$ cat src/rtl/regfile_pkg.sv
`default_nettype none
// ============================================================================
// Module      : regfile_pkg
// Description : Shared constants and the write-back request record used by
//               the register-file write-back arbiter and its queue.
// Contents    : REG_ADDR_W, DATA_W, NUM_REGS, ZERO_REG, wb_req_t
// Revision    : 1.0 - initial release
// ============================================================================
package regfile_pkg;

    localparam int REG_ADDR_W = 5;
    localparam int DATA_W     = 32;
    localparam int NUM_REGS   = 32;

    // Register 0 is hard-wired to zero; writes to it are never performed.
    localparam logic [REG_ADDR_W-1:0] ZERO_REG = '0;

    // One pending write-back. 'valid' is cleared when the write must not
    // reach the register file (target is r0, or a newer pipeline write to
    // the same register has superseded it).
    typedef struct packed {
        logic                  valid;
        logic [REG_ADDR_W-1:0] dst_reg;
        logic [DATA_W-1:0]     data;
    } wb_req_t;

endpackage : regfile_pkg
`default_nettype wire

$ cat src/rtl/regfile_wb_arbiter_if.sv
`default_nettype none
// ============================================================================
// Module      : regfile_wb_arbiter_if
// Description : Bus bundle of the register-file write-back arbiter.
//   Primary   : p_valid, p_reg, p_data        (pipeline WB stage, no stall)
//   Secondary : s_valid, s_ready, s_reg, s_data (multi-cycle units)
//   Lookup    : q_reg1, q_reg2 -> q_pend1, q_pend2 (hazard unit)
//   Control   : stall_req (ask pipeline to withhold p_valid)
//   RF port   : W_reg, W_data, RegWrite
//   Modports  : master = client side, slave = arbiter side
// Revision    : 1.0 - initial release
// ============================================================================
interface regfile_wb_arbiter_if;
    import regfile_pkg::*;

    logic                  p_valid;
    logic [REG_ADDR_W-1:0] p_reg;
    logic [DATA_W-1:0]     p_data;

    logic                  s_valid;
    logic                  s_ready;
    logic [REG_ADDR_W-1:0] s_reg;
    logic [DATA_W-1:0]     s_data;

    logic [REG_ADDR_W-1:0] q_reg1;
    logic [REG_ADDR_W-1:0] q_reg2;
    logic                  q_pend1;
    logic                  q_pend2;

    logic                  stall_req;

    logic [REG_ADDR_W-1:0] W_reg;
    logic [DATA_W-1:0]     W_data;
    logic                  RegWrite;

    modport master (
        output p_valid, p_reg, p_data,
        output s_valid, s_reg, s_data,
        output q_reg1, q_reg2,
        input  s_ready, q_pend1, q_pend2, stall_req,
        input  W_reg, W_data, RegWrite
    );

    modport slave (
        input  p_valid, p_reg, p_data,
        input  s_valid, s_reg, s_data,
        input  q_reg1, q_reg2,
        output s_ready, q_pend1, q_pend2, stall_req,
        output W_reg, W_data, RegWrite
    );

endinterface : regfile_wb_arbiter_if
`default_nettype wire

$ cat src/rtl/wb_fifo.sv
`default_nettype none
// ============================================================================
// Module      : wb_fifo
// Description : DEPTH-entry queue of secondary write-backs. Every entry carries
//               its own valid bit so that it can be squashed in place by a
//               newer write to the same register, and the queue can be
//               searched by register number for the hazard lookups.
// Ports       : clk, rst_n          clock / async active-low reset
//               i_push, i_push_req  enqueue one request (caller ensures !full)
//               i_pop               drop the head (caller ensures !empty)
//               i_inv_en, i_inv_reg clear valid on all entries for a register
//               i_q_reg1, i_q_reg2  lookup registers
//               o_head              head entry
//               o_empty, o_count    occupancy
//               o_match1, o_match2  a valid entry targets i_q_regK
// Revision    : 1.0 - initial release
// ============================================================================
module wb_fifo
    import regfile_pkg::*;
#(
    parameter int DEPTH = 4
) (
    input  wire logic                  clk,
    input  wire logic                  rst_n,
    input  wire logic                  i_push,
    input  wire wb_req_t               i_push_req,
    input  wire logic                  i_pop,
    input  wire logic                  i_inv_en,
    input  wire logic [REG_ADDR_W-1:0] i_inv_reg,
    input  wire logic [REG_ADDR_W-1:0] i_q_reg1,
    input  wire logic [REG_ADDR_W-1:0] i_q_reg2,
    output wb_req_t                    o_head,
    output logic                       o_empty,
    output logic [$clog2(DEPTH):0]     o_count,
    output logic                       o_match1,
    output logic                       o_match2
);

    localparam int PTR_W = $clog2(DEPTH);
    localparam int CNT_W = PTR_W + 1;

    logic [PTR_W-1:0]      r_rptr;
    logic [PTR_W-1:0]      r_wptr;
    logic [CNT_W-1:0]      r_count;

    logic [DEPTH-1:0]      w_vld;
    logic [REG_ADDR_W-1:0] w_dst  [DEPTH];
    logic [DATA_W-1:0]     w_data [DEPTH];
    logic [DEPTH-1:0]      w_hit1;
    logic [DEPTH-1:0]      w_hit2;

    // Pointers wrap naturally because DEPTH is a power of two.
    always_ff @(posedge clk or negedge rst_n) begin
        if (!rst_n) begin
            r_rptr  <= '0;
            r_wptr  <= '0;
            r_count <= '0;
        end else begin
            if (i_push) begin
                r_wptr <= r_wptr + 1'b1;
            end
            if (i_pop) begin
                r_rptr <= r_rptr + 1'b1;
            end
            case ({i_push, i_pop})
                2'b10:   r_count <= r_count + 1'b1;
                2'b01:   r_count <= r_count - 1'b1;
                default: r_count <= r_count;
            endcase
        end
    end

    for (genvar i = 0; i < DEPTH; i++) begin : g_entry
        logic                  r_vld;
        logic [REG_ADDR_W-1:0] r_dst;
        logic [DATA_W-1:0]     r_data;

        // Valid bit: a slot is only written by a push into a free slot, and
        // is cleared when popped so that free slots never produce a match.
        always_ff @(posedge clk or negedge rst_n) begin
            if (!rst_n) begin
                r_vld <= 1'b0;
            end else if (i_push && (r_wptr == PTR_W'(i))) begin
                r_vld <= i_push_req.valid;
            end else if (i_pop && (r_rptr == PTR_W'(i))) begin
                r_vld <= 1'b0;
            end else if (i_inv_en && (r_dst == i_inv_reg)) begin
                r_vld <= 1'b0;
            end
        end

        // Payload needs no reset: it is qualified by r_vld everywhere.
        always_ff @(posedge clk) begin
            if (i_push && (r_wptr == PTR_W'(i))) begin
                r_dst  <= i_push_req.dst_reg;
                r_data <= i_push_req.data;
            end
        end

        assign w_vld[i]  = r_vld;
        assign w_dst[i]  = r_dst;
        assign w_data[i] = r_data;
        assign w_hit1[i] = r_vld && (r_dst == i_q_reg1);
        assign w_hit2[i] = r_vld && (r_dst == i_q_reg2);
    end

    assign o_head.valid   = w_vld[r_rptr];
    assign o_head.dst_reg = w_dst[r_rptr];
    assign o_head.data    = w_data[r_rptr];
    assign o_empty        = (r_count == '0);
    assign o_count        = r_count;
    assign o_match1       = |w_hit1;
    assign o_match2       = |w_hit2;

endmodule : wb_fifo
`default_nettype wire

$ cat src/rtl/regfile_wb_arbiter.sv
`default_nettype none
// ============================================================================
// Module      : regfile_wb_arbiter
// Description : Sole writer of the 32x32 register file. Merges the in-order
//               pipeline write-back (always wins, no back-pressure) with
//               queued multi-cycle results, keeps write ordering by squashing
//               queued writes superseded by the pipeline, answers hazard
//               lookups and requests a pipeline stall when the queue starves.
// Ports       : clk    clock, rising edge
//               rst_n  asynchronous active-low reset
//               bus    regfile_wb_arbiter_if.slave (primary, secondary,
//                      lookup, stall_req and register-file write port)
// Parameters  : DEPTH        queue entries (power of 2, >= 2)
//               STARVE_LIMIT blocked cycles before stall_req (>= 1)
// Revision    : 1.0 - initial release
// ============================================================================
module regfile_wb_arbiter
    import regfile_pkg::*;
#(
    parameter int DEPTH        = 4,
    parameter int STARVE_LIMIT = 8
) (
    input  wire logic           clk,
    input  wire logic           rst_n,
    regfile_wb_arbiter_if.slave bus
);

    localparam int CNT_W = $clog2(DEPTH) + 1;
    localparam int ST_W  = $clog2(STARVE_LIMIT + 1);

    localparam logic [CNT_W-1:0] c_depth = CNT_W'(DEPTH);
    localparam logic [ST_W-1:0]  c_limit = ST_W'(STARVE_LIMIT);

    logic                  w_s_ready;
    logic                  w_push;
    logic                  w_pop;
    logic                  w_empty;
    logic [CNT_W-1:0]      w_count;
    logic                  w_match1;
    logic                  w_match2;
    wb_req_t               w_push_req;
    wb_req_t               w_head;

    logic                  r_regwrite;
    logic [REG_ADDR_W-1:0] r_wreg;
    logic [DATA_W-1:0]     r_wdata;
    logic [ST_W-1:0]       r_starve;
    logic                  r_stall;

    // ------------------------------------------------------------------
    // Secondary intake. Acceptance depends only on the registered count,
    // so a full queue refuses even if it pops in the same cycle.
    // ------------------------------------------------------------------
    assign w_s_ready = rst_n && (w_count < c_depth);
    assign w_push    = bus.s_valid && w_s_ready;

    // A request is enqueued already dead if it targets r0, or if the
    // pipeline writes the same register this cycle (the pipeline value is
    // newer and must not be overwritten later).
    assign w_push_req.valid   = (bus.s_reg != ZERO_REG) &&
                                !(bus.p_valid && (bus.p_reg == bus.s_reg));
    assign w_push_req.dst_reg = bus.s_reg;
    assign w_push_req.data    = bus.s_data;

    // The queue only drains in cycles the pipeline leaves free.
    assign w_pop = !bus.p_valid && !w_empty;

    wb_fifo #(
        .DEPTH (DEPTH)
    ) u_wb_fifo (
        .clk        (clk),
        .rst_n      (rst_n),
        .i_push     (w_push),
        .i_push_req (w_push_req),
        .i_pop      (w_pop),
        .i_inv_en   (bus.p_valid),
        .i_inv_reg  (bus.p_reg),
        .i_q_reg1   (bus.q_reg1),
        .i_q_reg2   (bus.q_reg2),
        .o_head     (w_head),
        .o_empty    (w_empty),
        .o_count    (w_count),
        .o_match1   (w_match1),
        .o_match2   (w_match2)
    );

    // ------------------------------------------------------------------
    // Register-file write stage: at most one write per cycle.
    // ------------------------------------------------------------------
    always_ff @(posedge clk or negedge rst_n) begin
        if (!rst_n) begin
            r_regwrite <= 1'b0;
            r_wreg     <= '0;
            r_wdata    <= '0;
        end else if (bus.p_valid) begin
            r_regwrite <= (bus.p_reg != ZERO_REG);
            r_wreg     <= bus.p_reg;
            r_wdata    <= bus.p_data;
        end else if (w_pop) begin
            // A squashed head is still popped, it just writes nothing.
            r_regwrite <= w_head.valid;
            r_wreg     <= w_head.dst_reg;
            r_wdata    <= w_head.data;
        end else begin
            r_regwrite <= 1'b0;
        end
    end

    // ------------------------------------------------------------------
    // Starvation: count cycles where the pipeline blocks a non-empty
    // queue. stall_req follows the saturated counter by one cycle and
    // drops in the cycle right after a pop.
    // ------------------------------------------------------------------
    always_ff @(posedge clk or negedge rst_n) begin
        if (!rst_n) begin
            r_starve <= '0;
            r_stall  <= 1'b0;
        end else begin
            r_stall <= !w_pop && (r_starve == c_limit);
            if (w_pop) begin
                r_starve <= '0;
            end else if (bus.p_valid && !w_empty && (r_starve != c_limit)) begin
                r_starve <= r_starve + 1'b1;
            end
        end
    end

    // ------------------------------------------------------------------
    // Hazard lookups. The output-stage term covers the write being
    // performed this cycle, which readers cannot see yet.
    // ------------------------------------------------------------------
    assign bus.q_pend1 = (bus.q_reg1 != ZERO_REG) &&
                         (w_match1 || (r_regwrite && (r_wreg == bus.q_reg1)));
    assign bus.q_pend2 = (bus.q_reg2 != ZERO_REG) &&
                         (w_match2 || (r_regwrite && (r_wreg == bus.q_reg2)));

    assign bus.s_ready   = w_s_ready;
    assign bus.stall_req = r_stall;
    assign bus.W_reg     = r_wreg;
    assign bus.W_data    = r_wdata;
    assign bus.RegWrite  = r_regwrite;

endmodule : regfile_wb_arbiter
`default_nettype wire

$ cat src/flat_wrapper.sv
// flat-port wrapper written by rule: the top's interface ports become plain ports
module regfile_wb_arbiter_flat import regfile_pkg::*;
#(
    parameter int DEPTH        = 4,
    parameter int STARVE_LIMIT = 8
)
  (clk, rst_n, bus_p_valid, bus_p_reg, bus_p_data, bus_s_valid, bus_s_reg, bus_s_data, bus_q_reg1, bus_q_reg2, bus_s_ready, bus_q_pend1, bus_q_pend2, bus_stall_req, bus_W_reg, bus_W_data, bus_RegWrite);
  regfile_wb_arbiter_if bus_i ();
  input  wire logic clk;
  input  wire logic rst_n;
  input wire logic [$bits(bus_i.p_valid)-1:0] bus_p_valid;
  input wire logic [$bits(bus_i.p_reg)-1:0] bus_p_reg;
  input wire logic [$bits(bus_i.p_data)-1:0] bus_p_data;
  input wire logic [$bits(bus_i.s_valid)-1:0] bus_s_valid;
  input wire logic [$bits(bus_i.s_reg)-1:0] bus_s_reg;
  input wire logic [$bits(bus_i.s_data)-1:0] bus_s_data;
  input wire logic [$bits(bus_i.q_reg1)-1:0] bus_q_reg1;
  input wire logic [$bits(bus_i.q_reg2)-1:0] bus_q_reg2;
  output wire logic [$bits(bus_i.s_ready)-1:0] bus_s_ready;
  output wire logic [$bits(bus_i.q_pend1)-1:0] bus_q_pend1;
  output wire logic [$bits(bus_i.q_pend2)-1:0] bus_q_pend2;
  output wire logic [$bits(bus_i.stall_req)-1:0] bus_stall_req;
  output wire logic [$bits(bus_i.W_reg)-1:0] bus_W_reg;
  output wire logic [$bits(bus_i.W_data)-1:0] bus_W_data;
  output wire logic [$bits(bus_i.RegWrite)-1:0] bus_RegWrite;
  assign bus_i.p_valid = bus_p_valid;
  assign bus_i.p_reg = bus_p_reg;
  assign bus_i.p_data = bus_p_data;
  assign bus_i.s_valid = bus_s_valid;
  assign bus_i.s_reg = bus_s_reg;
  assign bus_i.s_data = bus_s_data;
  assign bus_i.q_reg1 = bus_q_reg1;
  assign bus_i.q_reg2 = bus_q_reg2;
  assign bus_s_ready = bus_i.s_ready;
  assign bus_q_pend1 = bus_i.q_pend1;
  assign bus_q_pend2 = bus_i.q_pend2;
  assign bus_stall_req = bus_i.stall_req;
  assign bus_W_reg = bus_i.W_reg;
  assign bus_W_data = bus_i.W_data;
  assign bus_RegWrite = bus_i.RegWrite;
  regfile_wb_arbiter #(.DEPTH(DEPTH), .STARVE_LIMIT(STARVE_LIMIT)) u_core (.clk(clk), .rst_n(rst_n), .bus(bus_i));
endmodule
$ cat config.mk
export PLATFORM = sky130hd
export DESIGN_NAME = regfile_wb_arbiter_flat
export DESIGN_NICKNAME = d
export VERILOG_FILES = /design/src/rtl/regfile_pkg.sv /design/src/rtl/regfile_wb_arbiter_if.sv /design/src/rtl/wb_fifo.sv /design/src/rtl/regfile_wb_arbiter.sv /design/src/flat_wrapper.sv
export SDC_FILE = /design/constraint.sdc
export NUM_CORES = 1
export LEC_CHECK = 0
export ABC_AREA = 1
export BUFFER_PORTS_ARGS = -buffer_cell sky130_fd_sc_hd__clkbuf_2
export CELL_PAD_IN_SITES_DETAIL_PLACEMENT = 1
export CELL_PAD_IN_SITES_GLOBAL_PLACEMENT = 1
export CORE_ASPECT_RATIO = 1.4
export CORE_MARGIN = 2
export CORE_UTILIZATION = 44
export DETAILED_ROUTE_END_ITERATION = 8
export PLACE_DENSITY = 0.76
export REMOVE_ABC_BUFFERS = 1
export SYNTH_ARGS = -nofsm -noshare
export SYNTH_HDL_FRONTEND = slang
export SYNTH_SLANG_ARGS = --single-unit
$ cat constraint.sdc
create_clock -name clk -period 3.8 [get_ports clk]
set_input_delay 0.95 -clock clk [delete_from_list [all_inputs] [get_ports clk]]
set_output_delay 0.95 -clock clk [all_outputs]
set_load 0.01 [all_outputs]
After elaboration in Yosys (flattened, before gate mapping) --
Cells that the tools add are included. W data, S select, Z words.
Cells by class: order comparisons 3, reduce and logical (&&, ||, !) cells 54, $add $sub $neg 5, eq/ne operators 25, mux-type cells 29, bitwise gates (word level) 1
Operators by type and width (count):
- $mux W32 | 4
- $eq A5 B5 Y1 | 15
- $bmux W32 S2 | 1
- $logic_and A1 B1 Y1 | 32
- $mux W5 | 4
- $reduce_bool A5 Y1 | 4
- $mux W1 | 15
- $reduce_bool A3 Y1 | 4
- $bmux W5 S2 | 1
- $eq A2 B2 Y1 const B | 5
- $mux W4 | 2
- $reduce_or A4 Y1 | 2
- $eq A2 B1 Y1 const B | 3
- $pmux W3 S2 | 1
- $reduce_bool A2 Y1 | 3
- $add A2 B1 Y2 const B | 2
- $add A4 B1 Y4 const B | 1
- $eq A4 B4 Y1 const B | 1
- $logic_not A1 Y1 | 4
- $logic_not A2 Y1 | 2
- $ne A4 B4 Y1 const B | 1
- $add A3 B1 Y3 const B | 1
- $ge A3 B3 Y1 const B | 1
- $logic_not A3 Y1 | 1
- 6 further kinds | 7
Word-level totals: flip-flop bits (word level) 202, input bits 88, logic and storage cells 137

Longest topological paths before layout --
depth in word-level cells 6, mapped depth 11, mapped depth without buffers 10

Modules after synthesis --
From an unflattened synthesis, not the netlist that was laid out.
Unflattened totals: cells, all modules 994, area, all modules 9405.3 sq um
Modules (own cells, without submodules):
- wb_fifo | seq. area each 4719.5 sq um, instances 1, area an instance 7111.8 sq um, cells each 683
- regfile_wb_arbiter | seq. area each 1076.0 sq um, instances 1, area an instance 2293.4 sq um, cells each 311

Worst setup path after synthesis --
OpenSTA, ideal clock, no wires.
kind input to register, start point input port rst_n, end point register u_core.u_wb_fifo.g_entry[0].r_data[0] (enable), path slack 0.331 ns, data arrival time 3.037 ns, buffers on the path 1, stages on the path 5, library setup time 0.433 ns, path through inv_1 -> nor2_1 -> nand2_1 -> buf_2 -> nor2_1
On the way: longest elaborated chain between the ends 3
RTL lines:
- from (decl) | line flat_wrapper.sv:10 | input wire logic rst_n;
- $logic_and A1 B1 Y1 | line regfile_wb_arbiter.sv:54 | assign w_s_ready = rst_n && (w_count < c_depth);
- net bus_s_ready | line flat_wrapper.sv:19 | output wire logic [$bits(bus_i.s_ready)-1:0] bus_s_ready;
- $logic_and A1 B1 Y1 | line regfile_wb_arbiter.sv:55 | assign w_push = bus.s_valid && w_s_ready;
- $logic_and A1 B1 Y1 | line wb_fifo.sv:94 | if (i_push && (r_wptr == PTR_W'(i))) begin
- to (signal assigned) | line wb_fifo.sv:96 | r_data <= i_push_req.data;
- to (decl) | line wb_fifo.sv:76 | logic [DATA_W-1:0] r_data;
The timed path passes the listed nets, and every way through them passes these cells. A chain may end at the register's enable or synchronous reset.

Worst setup path after layout --
start point register u_core.u_wb_fifo.g_entry[1].r_dst[3], end point output port bus_q_pend1
On the way: longest elaborated chain between the ends 5
RTL lines:
- from (decl) | line wb_fifo.sv:75 | logic [REG_ADDR_W-1:0] r_dst;
- from (signal assigned) | line wb_fifo.sv:95 | r_dst <= i_push_req.dst_reg;
- $eq A5 B5 Y1 | line wb_fifo.sv:103 | assign w_hit1[i] = r_vld && (r_dst == i_q_reg1);
- $logic_and A1 B1 Y1 | line wb_fifo.sv:103
- $reduce_or A4 Y1 | line wb_fifo.sv:112 | assign o_match1 = |w_hit1;
- $logic_or A1 B1 Y1 | line regfile_wb_arbiter.sv:133 | (w_match1 || (r_regwrite && (r_wreg == bus.q_reg1)));
- $logic_and A1 B1 Y1 | line regfile_wb_arbiter.sv:132 | assign bus.q_pend1 = (bus.q_reg1 != ZERO_REG) &&
- to (decl) | line flat_wrapper.sv:20 | output wire logic [$bits(bus_i.q_pend1)-1:0] bus_q_pend1;
No other way between the ends.

==> impl_metrics.toml <==
[status]
run_status = "finished clean"

[logic_synthesis]
syn-instance-count = 973
post_synth.cell_area_avg_um2 = 9.669
yosysTopAreaCell = "sky130_fd_sc_hd__edfxtp_1"
count_leader_synth = "sky130_fd_sc_hd__nor2_1"
synth_cell_type_count = 33
yosysWarningCount = 0
ys_async_sr_fraction_pct = 26.73
netlist.area_leader.share_pct = 47.24
ys_seq_area_share_pct = 61.60
synth_edf_count = 148
synth_flop_type = "sky130_fd_sc_hd__edfxtp_1"
post_syn_area_um2 = 9408
synth.area.top_cells = "sky130_fd_sc_hd__edfxtp_1 (47%), sky130_fd_sc_hd__dfrtp_1 (14%), sky130_fd_sc_hd__nor2_1 (7.5%), sky130_fd_sc_hd__nand2_1 (6.3%), sky130_fd_sc_hd__o21ai_0 (5.6%)"
yosys_register_bits = 202
synth.top_cells.by_count = "sky130_fd_sc_hd__nor2_1 (187), sky130_fd_sc_hd__nand2_1 (157), sky130_fd_sc_hd__edfxtp_1 (148)"

[floorplanning]
core_area_um2 = 21130
die-width_um = 127.6
floorplan.die_area_um2 = 22580
initial_core_util_pct = 44.53
design.portCount = 130
rows = 63
die_y_um = 177.0

[critical_path]
timing.critical_path.slowest_cell_delay_ns = 0.60
timing_worst_setup_path_type = "reg2out"
worst_ep_arrival_time_ns = 2.00
cp-end-kind = "output port"
critPathMostFrequentCell = "sky130_fd_sc_hd__nor2_1"
cpLargestDelayFamily = "flip-flops"
critical_path.slowest_cell = "sky130_fd_sc_hd__edfxtp_1"
r2r.worst_path.cells = 4
critical_path_peak_fanout = 6
worstPathBufferInverterCount = 2
rr_endpoint = "u_core.u_wb_fifo.g_entry[1].r_data[22]"
worst_ep_required_time_ns = 2.85
timing.reg2reg.setup_slack_ns = 1.58
worstReg2RegStart = "u_core.u_wb_fifo.o_count[2]"
cp-start-kind = "flop"
path_cells = "inv_1 > o21ai_0 > nor2_1 > nand3_1 > nand2_1 > nor2_1 > nor2_1 > clkbuf_2"

[route]
post_drt_wl_per_cell_um = 21.38
first_pass_drt_iterations = 5
postRouteWirelength_um = 29070
vias_per_cell = 5.589
antenna_left = 0
drt-initial-drc-count = 395
route.vias.total = 7601
drt_drc_violations_left = 0

[timing]
unrepaired_setup_endpoints_after_global_routing = "false"
period_minus_slack_ns = 2.954
fin_tns_setup_ns = 0
final_setup_skew_ns = 0.009426
final_report_setup_violation_count = 0
timing_max_transition_violations_final = 0
timing.final.crit_share_pct = 77.74
timing_hold_violations_final = 0
worst-slew-pin-transition_ns = 0.8406
max_freq_mhz = 338.5
max_slew_headroom_at_the_worst_pin_pct = 43.96

[grt]
wire_length_of_the_first_global_routing_pass_um = 45000
grt_pass1_vias = 8155
grt_overflow_total = 0
pin_count_of_the_biggest_net_entering_global_routing = 73
antenna_found_initial = 0
track_usage_pct = 26.01

[final_layout]
antenna_cells = 0
area_growth_syn_to_layout_pct = 15.69
largest-register = "u_core.u_wb_fifo.g_entry.r_data"
largest_reg_flops = 128
final_design_area_no_fill_um2 = 10880
fin_cells = 1360
final_nets = 1188
layout-drive-gt1-share_pct = 16.73

[min_path]
worst_hold_path_endpoint = "u_core.bus.W_data[29]"
worst_hold_path.num_cells = 2
min_from = "u_core.bus.W_data[29]"
worst_hold_path_type = "reg2reg"

[clock_tree]
cts.root.buffer_cell = "sky130_fd_sc_hd__clkbuf_16"
htree_num_levels = 1
cts_tree = "built"
clock_sink_count = 202
postCtsHoldBufs = 0
clk_path_buf_depth = 3
tritoncts.num_buffers = 19
cts.clk_slew.worst_paths_ns = 0.06
clock_latency_ns = 0.48
postCtsResizedCells = 0
cts_setup_buffers = 0

[placed_design]
placed_cell_area_um2 = 10240
io_buffer_count = 129
detailedPlacementHpwl_um = 19170
placed_cells = 1327
gp_congestion = 0.9718

[pwr]
power_density_nw_per_um2 = 673.0
vdd_ir_drop_max_v = 0.0003663
reported_leakage_power_nw = 4.458

[run]
drv.max_cap_violation_count = 0
==> power breakdown <==
part / switching, mW / internal [mW] / total [mW]
registers: 0.307 / 2.75 / 3.05
logic: 1.54 / 0.753 / 2.29
clock network: 0.802 / 1.18 / 1.98
==> layer usage <==
| layer | track usage, % | wire length, µm | vias to the layer above | part of all wire [%] |
|---|---|---|---|---|
| met5 | 0 | 0 | - | 0 |
| met4 | 13.37 | 1564 | 0 | 5.4 |
| met3 | 3.174 | 1180 | 88 | 4.1 |
| met2 | 47.91 | 15410 | 236 | 53 |
| met1 | 29.31 | 10920 | 3754 | 38 |
| li1 | - | - | 3523 | - |
==> stage by stage <==
step	utilization, %	hold slack [ns]	total power, mW	setup WS, ns
2_1_floorplan	-	0.4498	4.390	0.2620
5_1_grt	51.52	0.5180	7.772	0.7068
3_5_place_dp	48.47	0.4747	5.377	0.8695
4_1_cts	51.52	0.4890	7.383	0.8116
6_report	51.52	0.4844	7.325	0.8458
3_3_place_gp	48.47	0.4647	5.276	0.8803
==> final cells by class <==
class / instances / area [µm²]
fillers: 2443 / 10240
flip-flops and latches: 202 / 5797
multi-input cells: 657 / 3088
repair buffers: 141 / 773.2
clock buffers: 24 / 524.3
well taps: 260 / 325.3
inverters: 67 / 256.5
clock inverters: 9 / 120.1
==> layout by cell type, fill, tap and decap left out, drive strengths merged, types with 4 or more instances in the layout <==
cell      n
o221ai    4
clkbuf  152
xor2     11
edfxtp  148
dfrtp    54
o22ai    10
nor3      6
buf      13
nor2    187
a21oi    26
nand2   158
ha       11
clkinv    5
nand3    34
inv      67
o21ai   200
==> cells by family after synthesis <==
family | share of synthesized area [%]
xor+xnor | 1.210
compound gates | 13.35
fa+ha+maj | 1.676
buf+inv | 5.892
flops | 61.60
simple gates | 16.27
==> worst reg2reg max path, cell delays in order (launching register included) <==
cell                      delay (ns)
sky130_fd_sc_hd__dfrtp_1        0.38
sky130_fd_sc_hd__nor2_1         0.18
sky130_fd_sc_hd__nand2_1        0.40
sky130_fd_sc_hd__nor2_4         0.66
sky130_fd_sc_hd__buf_12         0.28
==> worst max path at each step <==
stage | from | to | slack [ns] | cells past startpoint
finish | u_core.u_wb_fifo.g_entry[1].r_dst[3] | bus_q_pend1 | 0.85 | 8
detailed placement | bus_q_reg1[0] | bus_q_pend1 | 0.87 | 10
CTS | u_core.u_wb_fifo.g_entry[1].r_dst[3] | bus_q_pend1 | 0.81 | 8
global route | u_core.u_wb_fifo.g_entry[1].r_dst[3] | bus_q_pend1 | 0.71 | 8
global placement | bus_q_reg1[2] | bus_q_pend1 | 0.88 | 10
floorplan | rst_n | u_core.u_wb_fifo.g_entry[3].r_vld | 0.26 | 9
(Power assumes the default switching activity.)
